File: src/rtl/smc_seq_ranker_pkg.sv
// Package smc_seq_pkg: shared types and width helpers for the MOSFET ranker.
//   state_t      - ranker FSM states (IDLE, LOAD, SUM, OUT)
//   calc_cw      - per-device value width: 3*DW-1
//   calc_sumw    - sum of the K rank weights 3..K+2: K*(K+5)/2
//   calc_ow      - output sum width: CW + clog2(SUMW+1)
//   calc_iw      - arrival-index width (at least 1 bit)
//   rank_weight  - weight of rank r: r+3 when mode0=1, else 1
package smc_seq_pkg;

  typedef enum logic [1:0] {
    IDLE = 2'd0,
    LOAD = 2'd1,
    SUM  = 2'd2,
    OUT  = 2'd3
  } state_t;

  function automatic int calc_cw(input int dw);
    return 3 * dw - 1;
  endfunction

  function automatic int calc_sumw(input int k);
    return (k * (k + 5)) / 2;
  endfunction

  function automatic int calc_ow(input int dw, input int k);
    return calc_cw(dw) + $clog2(calc_sumw(k) + 1);
  endfunction

  function automatic int calc_iw(input int n);
    return (n > 1) ? $clog2(n) : 1;
  endfunction

  function automatic int rank_weight(input int r, input logic mode0);
    return mode0 ? (r + 3) : 1;
  endfunction

endpackage

File: src/rtl/smc_seq_ranker_if.sv
// Interface smc_seq_ranker_if: tuple input and ranked-sum output of the ranker.
//   in_valid, mode, W, V_GS, V_DS : front-end -> ranker
//   out_valid, out_n (, out_idx)  : ranker -> consumer
// Handshake: in_valid alone qualifies a tuple; there is no ready, so the
// ranker accepts every tuple presented while it is in IDLE or LOAD and
// silently drops tuples presented while it is summing/emitting. out_valid is
// a one-cycle pulse with no backpressure; out_n (and out_idx) are 0 when
// out_valid is low.
// Optional feature macro: SMC_SEQ_RANK_IDX_EN adds out_idx.
interface smc_seq_ranker_if #(
  parameter int DW   = 3,
  parameter int N_CH = 6,
  parameter int K    = 3
);
  import smc_seq_pkg::*;

  localparam int OW = calc_ow(DW, K);

  logic          in_valid;
  logic [1:0]    mode;
  logic [DW-1:0] W;
  logic [DW-1:0] V_GS;
  logic [DW-1:0] V_DS;
  logic          out_valid;
  logic [OW-1:0] out_n;

`ifdef SMC_SEQ_RANK_IDX_EN
  localparam int IW = calc_iw(N_CH);
  logic [IW-1:0] out_idx;

  modport master (
    output in_valid, mode, W, V_GS, V_DS,
    input  out_valid, out_n, out_idx
  );

  modport slave (
    input  in_valid, mode, W, V_GS, V_DS,
    output out_valid, out_n, out_idx
  );
`else
  modport master (
    output in_valid, mode, W, V_GS, V_DS,
    input  out_valid, out_n
  );

  modport slave (
    input  in_valid, mode, W, V_GS, V_DS,
    output out_valid, out_n
  );
`endif

endinterface

File: src/rtl/smc_seq_ranker_dev.sv
// Module smc_seq_dev: combinational per-device evaluator.
//   w, v_gs, v_ds (DW) : transistor tuple
//   mode0              : 1 -> drain current I_D, 0 -> transconductance g_m
//   val (CW)           : floor(result / 3), 0 in cutoff (v_gs == 0)
// Intermediate products are formed at 3*DW bits so they never wrap; the
// quotient always fits in CW = 3*DW-1 bits.
module smc_seq_dev
  import smc_seq_pkg::*;
#(
  parameter int DW = 3,
  parameter int CW = calc_cw(DW)
) (
  input  logic [DW-1:0] w,
  input  logic [DW-1:0] v_gs,
  input  logic [DW-1:0] v_ds,
  input  logic          mode0,
  output logic [CW-1:0] val
);

  localparam int PW = 3 * DW;

  logic [PW-1:0] we;
  logic [PW-1:0] vg;
  logic [PW-1:0] vd;
  logic [PW-1:0] ov;
  logic [PW-1:0] prod;
  logic          in_tri;

  always_comb begin
    we     = PW'(w);
    vg     = PW'(v_gs);
    vd     = PW'(v_ds);
    // ov wraps when v_gs == 0, but that case is forced to 0 below.
    ov     = vg - PW'(1);
    in_tri = (ov > vd);
    prod   = '0;
    if (mode0) begin
      // in_tri guarantees 2*ov - vd is positive.
      prod = in_tri ? (we * vd * ((PW'(2) * ov) - vd)) : (we * ov * ov);
    end else begin
      prod = in_tri ? (PW'(2) * we * vd) : (PW'(2) * we * ov);
    end
    val = (vg == '0) ? '0 : CW'(prod / PW'(3));
  end

endmodule

File: src/rtl/smc_seq_ranker.sv
// Module smc_seq_ranker: sequential MOSFET I_D / g_m ranker.
//   clk       : rising-edge clock
//   rst_n     : asynchronous active-low reset
//   bus       : smc_seq_ranker_if.slave (tuples in, weighted rank sum out)
//   state_dbg : current FSM state (smc_seq_pkg::state_t encoding)
// One transaction = N_CH tuples. Each tuple's value is insertion-sorted
// (descending, stable) into a register array as it arrives; after the last
// one, the weighted sum of K ranks taken from the top (mode[1]=1) or from the
// bottom (mode[1]=0) is registered and presented for one cycle.
// Optional feature macro: SMC_SEQ_RANK_IDX_EN carries each element's arrival
// index through the sort and reports the rank-0 selected element's index.
module smc_seq_ranker
  import smc_seq_pkg::*;
#(
  parameter int DW   = 3,
  parameter int N_CH = 6,
  parameter int K    = 3
) (
  input  logic               clk,
  input  logic               rst_n,
  smc_seq_ranker_if.slave    bus,
  output logic [1:0]         state_dbg
);

  localparam int CW   = calc_cw(DW);
  localparam int OW   = calc_ow(DW, K);
  localparam int CNTW = $clog2(N_CH + 1);
`ifdef SMC_SEQ_RANK_IDX_EN
  localparam int IW   = calc_iw(N_CH);
`endif

  state_t          state;
  state_t          state_nx;
  logic            ins_en;
  logic [CNTW-1:0] count;
  logic [CNTW-1:0] cur_cnt;
  logic [1:0]      mode_q;
  logic            dev_mode0;
  logic [CW-1:0]   dev_val;
  logic [CW-1:0]   val_arr [N_CH];
  logic [CW-1:0]   val_nx  [N_CH];
  logic [N_CH-1:0] ge;
  logic [OW-1:0]   sum_c;
  logic [OW-1:0]   sum_q;
`ifdef SMC_SEQ_RANK_IDX_EN
  logic [IW-1:0]   idx_arr [N_CH];
  logic [IW-1:0]   idx_nx  [N_CH];
  logic [IW-1:0]   idx_q;
`endif

  assign state_dbg = state;

  // The first tuple is evaluated with the mode presented alongside it; later
  // tuples use the latched mode.
  assign dev_mode0 = (state == IDLE) ? bus.mode[0] : mode_q[0];
  // In IDLE the array holds a finished transaction; insert as if empty.
  assign cur_cnt   = (state == IDLE) ? '0 : count;

  smc_seq_dev #(
    .DW (DW),
    .CW (CW)
  ) u_dev (
    .w     (bus.W),
    .v_gs  (bus.V_GS),
    .v_ds  (bus.V_DS),
    .mode0 (dev_mode0),
    .val   (dev_val)
  );

  // ---------------------------------------------------------------- FSM
  always_ff @(posedge clk or negedge rst_n) begin
    if (!rst_n) begin
      state <= IDLE;
    end else begin
      state <= state_nx;
    end
  end

  always_comb begin
    state_nx = state;
    ins_en   = 1'b0;
    unique case (state)
      IDLE: begin
        if (bus.in_valid) begin
          ins_en   = 1'b1;
          state_nx = (N_CH == 1) ? SUM : LOAD;
        end
      end
      LOAD: begin
        if (bus.in_valid) begin
          ins_en = 1'b1;
          if (count == CNTW'(N_CH - 1)) begin
            state_nx = SUM;
          end
        end
      end
      SUM:     state_nx = OUT;
      OUT:     state_nx = IDLE;
      default: state_nx = IDLE;
    endcase
  end

  // ------------------------------------------------------ counter / mode
  always_ff @(posedge clk or negedge rst_n) begin
    if (!rst_n) begin
      count  <= '0;
      mode_q <= '0;
    end else begin
      if (ins_en) begin
        count <= cur_cnt + CNTW'(1);
      end else if (state == OUT) begin
        count <= '0;
      end
      if ((state == IDLE) && bus.in_valid) begin
        mode_q <= bus.mode;
      end
    end
  end

  // ------------------------------------------------------ insertion sort
  // ge[i]: occupied slot i outranks the new value. Because the array is
  // descending, ge is a prefix of ones; the new value lands at the first
  // zero and everything below it moves down one slot. Using >= keeps the
  // sort stable: equal earlier arrivals stay above the newcomer.
  always_comb begin
    for (int i = 0; i < N_CH; i++) begin
      ge[i] = (CNTW'(i) < cur_cnt) && (val_arr[i] >= dev_val);
    end
    val_nx[0] = ge[0] ? val_arr[0] : dev_val;
    for (int i = 1; i < N_CH; i++) begin
      if (ge[i]) begin
        val_nx[i] = val_arr[i];
      end else if (ge[i-1]) begin
        val_nx[i] = dev_val;
      end else begin
        val_nx[i] = val_arr[i-1];
      end
    end
  end

`ifdef SMC_SEQ_RANK_IDX_EN
  always_comb begin
    idx_nx[0] = ge[0] ? idx_arr[0] : IW'(cur_cnt);
    for (int i = 1; i < N_CH; i++) begin
      if (ge[i]) begin
        idx_nx[i] = idx_arr[i];
      end else if (ge[i-1]) begin
        idx_nx[i] = IW'(cur_cnt);
      end else begin
        idx_nx[i] = idx_arr[i-1];
      end
    end
  end
`endif

  always_ff @(posedge clk or negedge rst_n) begin
    if (!rst_n) begin
      for (int i = 0; i < N_CH; i++) begin
        val_arr[i] <= '0;
`ifdef SMC_SEQ_RANK_IDX_EN
        idx_arr[i] <= '0;
`endif
      end
    end else if (ins_en) begin
      for (int i = 0; i < N_CH; i++) begin
        val_arr[i] <= val_nx[i];
`ifdef SMC_SEQ_RANK_IDX_EN
        idx_arr[i] <= idx_nx[i];
`endif
      end
    end
  end

  // -------------------------------------------------------- weighted sum
  // Rank r is slot r from the top, or slot N_CH-1-r when counting from the
  // minimum.
  always_comb begin
    sum_c = '0;
    for (int r = 0; r < K; r++) begin
      sum_c = sum_c + (OW'(val_arr[mode_q[1] ? r : (N_CH - 1 - r)])
                       * OW'(rank_weight(r, mode_q[0])));
    end
  end

  always_ff @(posedge clk or negedge rst_n) begin
    if (!rst_n) begin
      sum_q <= '0;
`ifdef SMC_SEQ_RANK_IDX_EN
      idx_q <= '0;
`endif
    end else if (state == SUM) begin
      sum_q <= sum_c;
`ifdef SMC_SEQ_RANK_IDX_EN
      idx_q <= idx_arr[mode_q[1] ? 0 : (N_CH - 1)];
`endif
    end
  end

  // Outputs decode straight from the registered state, so they are clean
  // for the single OUT cycle and forced to 0 otherwise.
  assign bus.out_valid = (state == OUT);
  assign bus.out_n     = (state == OUT) ? sum_q : '0;
`ifdef SMC_SEQ_RANK_IDX_EN
  assign bus.out_idx   = (state == OUT) ? idx_q : '0;
`endif

endmodule
File: src/flat_wrapper.sv
// flat-port wrapper written by rule: the top's interface ports become plain ports
module smc_seq_ranker_flat import smc_seq_pkg::*;
#(
  parameter int DW   = 3,
  parameter int N_CH = 6,
  parameter int K    = 3
)
  (clk, rst_n, state_dbg, bus_in_valid, bus_mode, bus_W, bus_V_GS, bus_V_DS, bus_out_valid, bus_out_n);
  smc_seq_ranker_if #(.DW(DW), .N_CH(N_CH), .K(K)) bus_i ();
  input  logic clk;
  input  logic rst_n;
  output logic [1:0] state_dbg;
  input wire logic [$bits(bus_i.in_valid)-1:0] bus_in_valid;
  input wire logic [$bits(bus_i.mode)-1:0] bus_mode;
  input wire logic [$bits(bus_i.W)-1:0] bus_W;
  input wire logic [$bits(bus_i.V_GS)-1:0] bus_V_GS;
  input wire logic [$bits(bus_i.V_DS)-1:0] bus_V_DS;
  output wire logic [$bits(bus_i.out_valid)-1:0] bus_out_valid;
  output wire logic [$bits(bus_i.out_n)-1:0] bus_out_n;
  assign bus_i.in_valid = bus_in_valid;
  assign bus_i.mode = bus_mode;
  assign bus_i.W = bus_W;
  assign bus_i.V_GS = bus_V_GS;
  assign bus_i.V_DS = bus_V_DS;
  assign bus_out_valid = bus_i.out_valid;
  assign bus_out_n = bus_i.out_n;
  smc_seq_ranker #(.DW(DW), .N_CH(N_CH), .K(K)) u_core (.clk(clk), .rst_n(rst_n), .bus(bus_i), .state_dbg(state_dbg));
endmodule
File: config.mk
export PLATFORM = sky130hd
export DESIGN_NAME = smc_seq_ranker_flat
export DESIGN_NICKNAME = d
export VERILOG_FILES = /design/src/rtl/smc_seq_ranker_pkg.sv /design/src/rtl/smc_seq_ranker_if.sv /design/src/rtl/smc_seq_ranker_dev.sv /design/src/rtl/smc_seq_ranker.sv /design/src/flat_wrapper.sv
export SDC_FILE = /design/constraint.sdc
export NUM_CORES = 1
export LEC_CHECK = 0
export ABC_CLOCK_PERIOD_IN_PS = 9480
export BUFFER_PORTS_ARGS = -buffer_cell sky130_fd_sc_hd__buf_2
export CORE_ASPECT_RATIO = 0.5
export CORE_UTILIZATION = 40
export CTS_CLUSTER_SIZE = 40
export DETAILED_ROUTE_END_ITERATION = 10
export PLACE_DENSITY = 0.64
export REMOVE_ABC_BUFFERS = 1
export SETUP_SLACK_MARGIN = 0.1
export SLEW_MARGIN = 20
export SYNTH_ARGS = -nofsm -noshare
export SYNTH_HDL_FRONTEND = slang
export SYNTH_HIERARCHICAL = 1
export SYNTH_SLANG_ARGS = --single-unit
File: constraint.sdc
create_clock -name clk -period 9.48 [get_ports clk]
set_clock_uncertainty 0.2 [all_clocks]
set_input_delay 1.896 -clock clk [delete_from_list [all_inputs] [get_ports clk]]
set_output_delay 1.896 -clock clk [all_outputs]
set_load 0.02 [all_outputs]
# [Yosys cells after proc, flatten, opt, wreduce, memory -nomap -nowiden]
# Index checks and enable logic that the tools add are counted.
[op_classes] n_mul=9 n_reduce_logical=18 bitwise=9 addsub=5 n_eq_ne=7 n_div=1 n_mux=35 order_cmp=16
[ops] operator=">= comparator 32 x 4 -> 1 bit, second input constant" n=3
[ops] operator="two-way mux 8 bit" n=12
[ops] operator="NOT 32 bit" n=3
[ops] operator="binary-select mux 8 bit (select 3 bit)" n=3
[ops] operator=">= comparator 8 bit" n=6
[ops] operator="multiplier 8 x 12 -> 12 bit" n=3
[ops] operator="two-way mux 9 bit" n=3
[ops] operator="adder 12 bit" n=2
[ops] operator="two-way mux 3 bit" n=7
[ops] operator="multiplier 3 x 3 -> 6 bit" n=2
[ops] operator="two-way mux 12 bit" n=1
[ops] operator="AND reduction 2 bit" n=6
[ops] operator="divider 9 x 2 -> 9 bit, second input constant" n=1
[ops] operator="> comparator 9 x 3 -> 1 bit" n=1
[ops] operator="multiplier 3 x 9 -> 8 bit" n=1
[ops] operator="multiplier 3 x 9 -> 9 bit" n=1
[ops] operator="multiplier 6 x 9 -> 9 bit" n=1
[ops] operator="multiplier 9 x 9 -> 9 bit" n=1
[ops] operator="subtractor 9 x 3 -> 9 bit" n=1
[ops] operator="two-way mux 2 bit" n=4
[ops] operator="one-hot mux 2 bit (4 select lines)" n=1
[ops] operator="logical AND 1 bit" n=7
[ops] operator="less-than comparator 1 x 3 -> 1 bit, first input constant" n=2
[ops] operator="less-than comparator 2 x 3 -> 1 bit, first input constant" n=2
[ops] operator="15 further kinds" n=26
[totals] elab_cells=110 register_bits=67 output_inout_bits=15 inputBits=14

# [Depth between registers and ports, before layout]
[logic_depth] word_depth=11 depth_mapped=58 ltp_nobuf=53

# [Cells and area by module]
# The synthesis kept the hierarchy.
[modules_own_cells] module="smc_seq_ranker" n_inst=1 area_each_um2=6399.9 seq_area_each_um2=1676.6 cells_each=603
[modules_own_cells] module="smc_seq_dev" n_inst=1 area_each_um2=4259.1 seq_area_each_um2=0.0 cells_each=531

# [Worst setup path before layout]
# OpenSTA, ideal clock, no wires.
[synth_path] path_kind="input to register" start="in bus_V_GS[0]" end="reg u_core/val_arr[40] (netlist name)" arrival_time_ns=13.927 n_path_buf=4 slack_ns=-4.772 t_required_ns=9.155 stages=54 setup_time_ns=0.125 cell_sequence="clkbuf_1 > inv_1 > ha_1 > xnor2_2 > inv_2 > clkbuf_1 > nand2_1 > fa_1 > inv_1 > ha_1 > fa_1 > ha_1 > fa_1 > nor2b_1 > fa_1 > fa_1 > ha_1 > ha_1 > [18 not listed] > inv_1 > o22ai_1 > a21oi_1 > and2_1 > nand3_2 > xnor2_1 > ha_1 > o21ba_2 > a31o_1 > a41oi_2 > ha_1 > nand2b_1 > a2111oi_4 > nor4_4 > o21ai_4 > and2_1 > buf_6 > mux2_4"
[synth_between] elab_chain_cells=11 word_cells_on_any_way=17 cone_classes="2 x add/sub; 4 x mul; 1 x div; 2 x order compare; 4 x mux; 1 x bitwise; 3 x reduce/logical"
[synth_lines] element="start: declaration" line="flat_wrapper.sv:16" rtl="input wire logic [$bits(bus_i.V_GS)-1:0] bus_V_GS;"
[synth_lines] element="subtractor 3 x 1 -> 4 bit" line="smc_seq_ranker_dev.sv:34" rtl="ov = vg - PW'(1);"
[synth_lines] element="multiplier 3 x 9 -> 9 bit / subtractor 9 x 3 -> 9 bit (equally long branches)" line="smc_seq_ranker_dev.sv:39" rtl="prod = in_tri ? (we * vd * ((PW'(2) * ov) - vd)) : (we * ov * ov);"
[synth_lines] element="multiplier 9 x 9 -> 9 bit / multiplier 6 x 9 -> 9 bit (equally long branches)" line="smc_seq_ranker_dev.sv:39"
[synth_lines] element="two-way mux 9 bit" line="smc_seq_ranker_dev.sv:39"
[synth_lines] element="two-way mux 9 bit" line="smc_seq_ranker_dev.sv:37" rtl="if (mode0) begin"
[synth_lines] element="divider 9 x 2 -> 9 bit" line="smc_seq_ranker_dev.sv:43" rtl="val = (vg == '0) ? '0 : CW'(prod / PW'(3));"
[synth_lines] element="two-way mux 8 bit (*)" line="smc_seq_ranker_dev.sv:43"
[synth_lines] element="net u_core.dev_val[0]" line="smc_seq_ranker.sv:39" rtl="logic [CW-1:0] dev_val;"
[synth_lines] element=">= comparator 8 bit" line="smc_seq_ranker.sv:127" rtl="ge[i] = (CNTW'(i) < cur_cnt) && (val_arr[i] >= dev_val);"
[synth_lines] element="logical AND 1 bit" line="smc_seq_ranker.sv:127"
[synth_lines] element="NOT 1 bit (no line)"
[synth_lines] element="AND reduction 2 bit (no line)"
[synth_lines] element="end signal: indexed assignment" line="smc_seq_ranker.sv:166" rtl="val_arr[i] <= val_nx[i];"
[synth_lines] element="end: declaration" line="smc_seq_ranker.sv:40" rtl="logic [CW-1:0] val_arr [N_CH];"
# Mark *: on every way through the listed nets, which the timed path passes. The rest lies on a longest branch.
# A chain may end at the register's enable or synchronous reset.

# [Worst setup path after layout]
[layout_path] start="in bus_V_GS[2]" end="reg u_core/val_arr[4] (netlist name)"
# Same word-level chain as after synthesis.

==> run summary <==
layout cells sized above 1: 35.0%
drt total wl: 28,100 um
H-Tree Level Count: 3
Yosys top cell area share: 17.3%
critical path startpoint category: primary input
Final GP Congestion: 0.896
number of rows in the core area: 41
global-route wire length before repair: 46,600 um
Arr. time, crit path: 12,440 ps
pin slew with the least headroom to its limit: 1020 ps
number of antenna violations at the first check in global routing: 0
origin of the critical flop-to-flop path: u_core/state_dbg[1]$_DFFE_PN0P_
sequential fraction of the synthesis area: 15.7%
DP Wirelength: 21,900 um
final critical path time including I/O delays and setup: 12,410 ps
final layout net count: 1,591
met3 track demand over resource: 2.50%
vias in the first global route: 9,674
maximum achievable frequency: 0.0806 GHz
RSZ-0062 raised after global routing: yes
number of iterations in the first detailed-routing pass: 5
top_reg_cell synth: sky130_fd_sc_hd__dfrtp_1
Worst-Skew Late Latency: 350 ps
Overall Global Routing Usage: 20.8%
relative max-transition margin: 32.1%
final-report max-slew violation count: 0
critical path data required time: 9510 ps
Final Util: 54.6%
top-level port count: 29
Inserted Clock Buffers: 9
Cell Area, Synth: 0.0107 sq mm
clk slew on worst S/H paths: 60 ps
max cap viols: 0
result of the run: finished with violations
vertical die dimension: 117 um
core area: 0.0257 sq mm
violations in the final reports: setup timing
launch point of the worst hold path: u_core/sum_q[1]$_DFFE_PN0P_
residual antenna-violating net count after detailed routing: 0
flop2flop setup slack: 1130 ps
starting utilization of the core area: 41.5%
global routing met1 resource utilization: 26.5%
cells taking the most area after synthesis: sky130_fd_sc_hd__ha_1, sky130_fd_sc_hd__dfrtp_1, sky130_fd_sc_hd__fa_1
Die ar.: 0.0273 sq mm
number of warnings reported in the yosys synthesis log: 6
number of DRC markers after the initial detailed-route iteration: 406
leading area contributor after synthesis: sky130_fd_sc_hd__ha_1
clock sink count: 67
average instance area after synthesis: 9.40 sq um
Worst Reg2Reg Path Length in Cells: 33
global route hottest layer: met2
Reg2Reg Capture Point: u_core/val_arr[4]$_DFFE_PN0P_
Synth Instances: 1,134
Worst Path Class, Setup: in -> reg
kind of end point of the critical path: flip-flop
setup ws final: -2930 ps
Die Width: 233 um
master of the slowest instance on the critical path: sky130_fd_sc_hd__fa_2
detailed-route wire length per cell: 16.4 um
number of cells on the worst hold path: 1
antenna cells: 0
TritonCTS clock tree: done
remaining global-route overflow: 0
buffer cell driving the clock tree root: sky130_fd_sc_hd__clkbuf_16
type of the most critical hold path: reg -> reg
growth of design area from synthesis to finish: 31.8%
GR Util met2: 37.7%
maximum clock path buffer count: 2
crit-path most repeated cell: sky130_fd_sc_hd__ha_4
maximum number of pins on one net before global-route repair: 68
Port Buf Inserts: 28
end point of the worst hold path: u_core/sum_q[1]$_DFFE_PN0P_
Crit Path Max Fanout: 6
via/cell ratio: 5.39
ratio of final minimum period to clock period: 131%
DRC violation count after routing: 0
unique cell type count in the Yosys netlist: 99
Largest stage delay, worst path: 590 ps
final count of hold timing violations: 0
number of failing setup endpoints in the final timing report: 48
Synth async-reset ratio: 100%
Post-synth EDFFs: 0
number of synthesized register bits: 67
number of hold-repair buffers added at the cts stage: 0
via count: 9,227
## cell families after synthesis
logic type	Yosys count	synth area share, %
multiplexers	113	12.2
AND/OR/NAND/NOR	308	15.5
adder cells (fa/ha/maj)	215	30.0
buffers and inverters	155	6.15
flip-flops	67	15.7
XOR/XNOR	33	2.98
AO/OA/AOI/OAI	242	17.4
other	1	0.0352
## metal layers
metal  routed length, um  up-vias
li1                    -     4473
met1               12800     4567
met2               14100      151
met3                 786       36
met4                 346        0
met5                   0        -
## critical path, delay by kind of cell
kind,cells,cell delay [ps]
XOR/XNOR,1,430
buffers and inverters,9,920
adder cells (fa/ha/maj),12,4030
AO/OA/AOI/OAI,17,2450
multiplexers,3,820
AND/OR/NAND/NOR,9,1860
## repair_timing
action / CTS / global route
resized for setup: 113 / 79
endpoints found under the hold margin: 0 / 0
pin swaps: 66 / 33
gates cloned: 1 / 1
endpoints found under the setup margin: 48 / 48
setup buffers: 13 / 9
## synth_stat cells (all sizes together), types with 8 or more instances
library cell    n
a211oi         10
a21bo          15
a21o           18
a21oi          53
a31oi           8
and2           63
and3           10
buf            20
clkbuf         17
dfrtp          67
fa             68
ha            147
inv           116
mux2           76
mux2i          36
nand2          53
nand2b         13
nand3          11
nor2           77
nor2b          27
nor3           16
o211ai         21
o21a            8
o21ai          44
or3             9
xnor2          23
xor2            9
## flip-flops by register name, summed over array words and instances (netlist names)
name / cells
u_core/val_arr: 48
u_core/mode_q: 2
u_core/sum_q: 12
u_core/state_dbg: 2
u_core/count: 3
## worst max path at each step
| stage | from | to | slack, ps | depth (start not counted) |
|---|---|---|---|---|
| 2_1_floorplan | bus_V_GS[1] | u_core/val_arr[32]$_DFFE_PN0P_ | -4710 | 48 |
| 3_3_place_gp | bus_V_GS[1] | u_core/val_arr[33]$_DFFE_PN0P_ | -3770 | 48 |
| 3_5_place_dp | bus_V_GS[0] | u_core/val_arr[2]$_DFFE_PN0P_ | -4150 | 51 |
| 4_1_cts | bus_W[2] | u_core/val_arr[4]$_DFFE_PN0P_ | -2840 | 54 |
| 5_1_grt | bus_V_GS[2] | u_core/val_arr[4]$_DFFE_PN0P_ | -3410 | 50 |
| 6_report | bus_V_GS[2] | u_core/val_arr[4]$_DFFE_PN0P_ | -2930 | 51 |
## cell type report
| cell class | count | area [sq um] |
|---|---|---|
| clock inverter | 7 | 52.6 |
| sequential | 67 | 1680 |
| clock buffer | 9 | 225 |
| multi-input combinational | 912 | 9180 |
| fill | 2248 | 11700 |
| inverter | 118 | 465 |
| timing repair buffer | 254 | 2020 |
| tap | 344 | 430 |
## cells in the final DEF, fill, tap and decap left out, types with 7 or more instances in the layout
cell | Yosys | final
sky130_fd_sc_hd__a21bo_1 | 7 | 7
sky130_fd_sc_hd__a21bo_2 | 8 | 8
sky130_fd_sc_hd__a21o_1 | 18 | 18
sky130_fd_sc_hd__a21oi_1 | 52 | 38
sky130_fd_sc_hd__a21oi_2 | 1 | 13
sky130_fd_sc_hd__and2_1 | 63 | 57
sky130_fd_sc_hd__and3_1 | 10 | 10
sky130_fd_sc_hd__buf_2 | 9 | 24
sky130_fd_sc_hd__buf_4 | 3 | 206
sky130_fd_sc_hd__buf_6 | 3 | 16
sky130_fd_sc_hd__clkbuf_16 | 0 | 10
sky130_fd_sc_hd__dfrtp_1 | 67 | 67
sky130_fd_sc_hd__fa_1 | 68 | 65
sky130_fd_sc_hd__ha_1 | 147 | 129
sky130_fd_sc_hd__ha_4 | 0 | 15
sky130_fd_sc_hd__inv_1 | 113 | 106
sky130_fd_sc_hd__inv_2 | 3 | 7
sky130_fd_sc_hd__mux2_1 | 36 | 18
sky130_fd_sc_hd__mux2_2 | 24 | 17
sky130_fd_sc_hd__mux2_4 | 16 | 41
sky130_fd_sc_hd__mux2i_1 | 36 | 33
sky130_fd_sc_hd__nand2_1 | 53 | 50
sky130_fd_sc_hd__nand2b_4 | 1 | 8
sky130_fd_sc_hd__nand3_1 | 10 | 9
sky130_fd_sc_hd__nor2_1 | 76 | 66
sky130_fd_sc_hd__nor2_4 | 0 | 7
sky130_fd_sc_hd__nor2b_1 | 27 | 25
sky130_fd_sc_hd__nor3_1 | 15 | 13
sky130_fd_sc_hd__o211ai_1 | 21 | 21
sky130_fd_sc_hd__o21a_1 | 7 | 7
sky130_fd_sc_hd__o21ai_0 | 24 | 19
sky130_fd_sc_hd__o21ai_1 | 18 | 19
sky130_fd_sc_hd__xnor2_1 | 21 | 16
sky130_fd_sc_hd__xnor2_2 | 2 | 7
sky130_fd_sc_hd__xor2_1 | 9 | 9
## metrics by stage
| step | hold WS (ps) | instance area (sq um) | setup TNS (ps) | instances | worst slack, ps |
|---|---|---|---|---|---|
| 5_1_grt | 319 | 14000 | -159700 | 1711 | -3410 |
| 3_5_place_dp | 275 | 12600 | -196210 | 1672 | -4150 |
| 4_1_cts | 299 | 13600 | -133820 | 1702 | -2840 |
| 6_report | 290 | 14000 | -135200 | 1711 | -2930 |
| 3_3_place_gp | 268 | 12600 | -178090 | 1672 | -3770 |
| 2_1_floorplan | 250 | 10500 | -211880 | 1097 | -4710 |
Power is left out: the tool's default activity adds up to more than one toggle a clock period on the data nets, which glitch-free logic cannot reach.
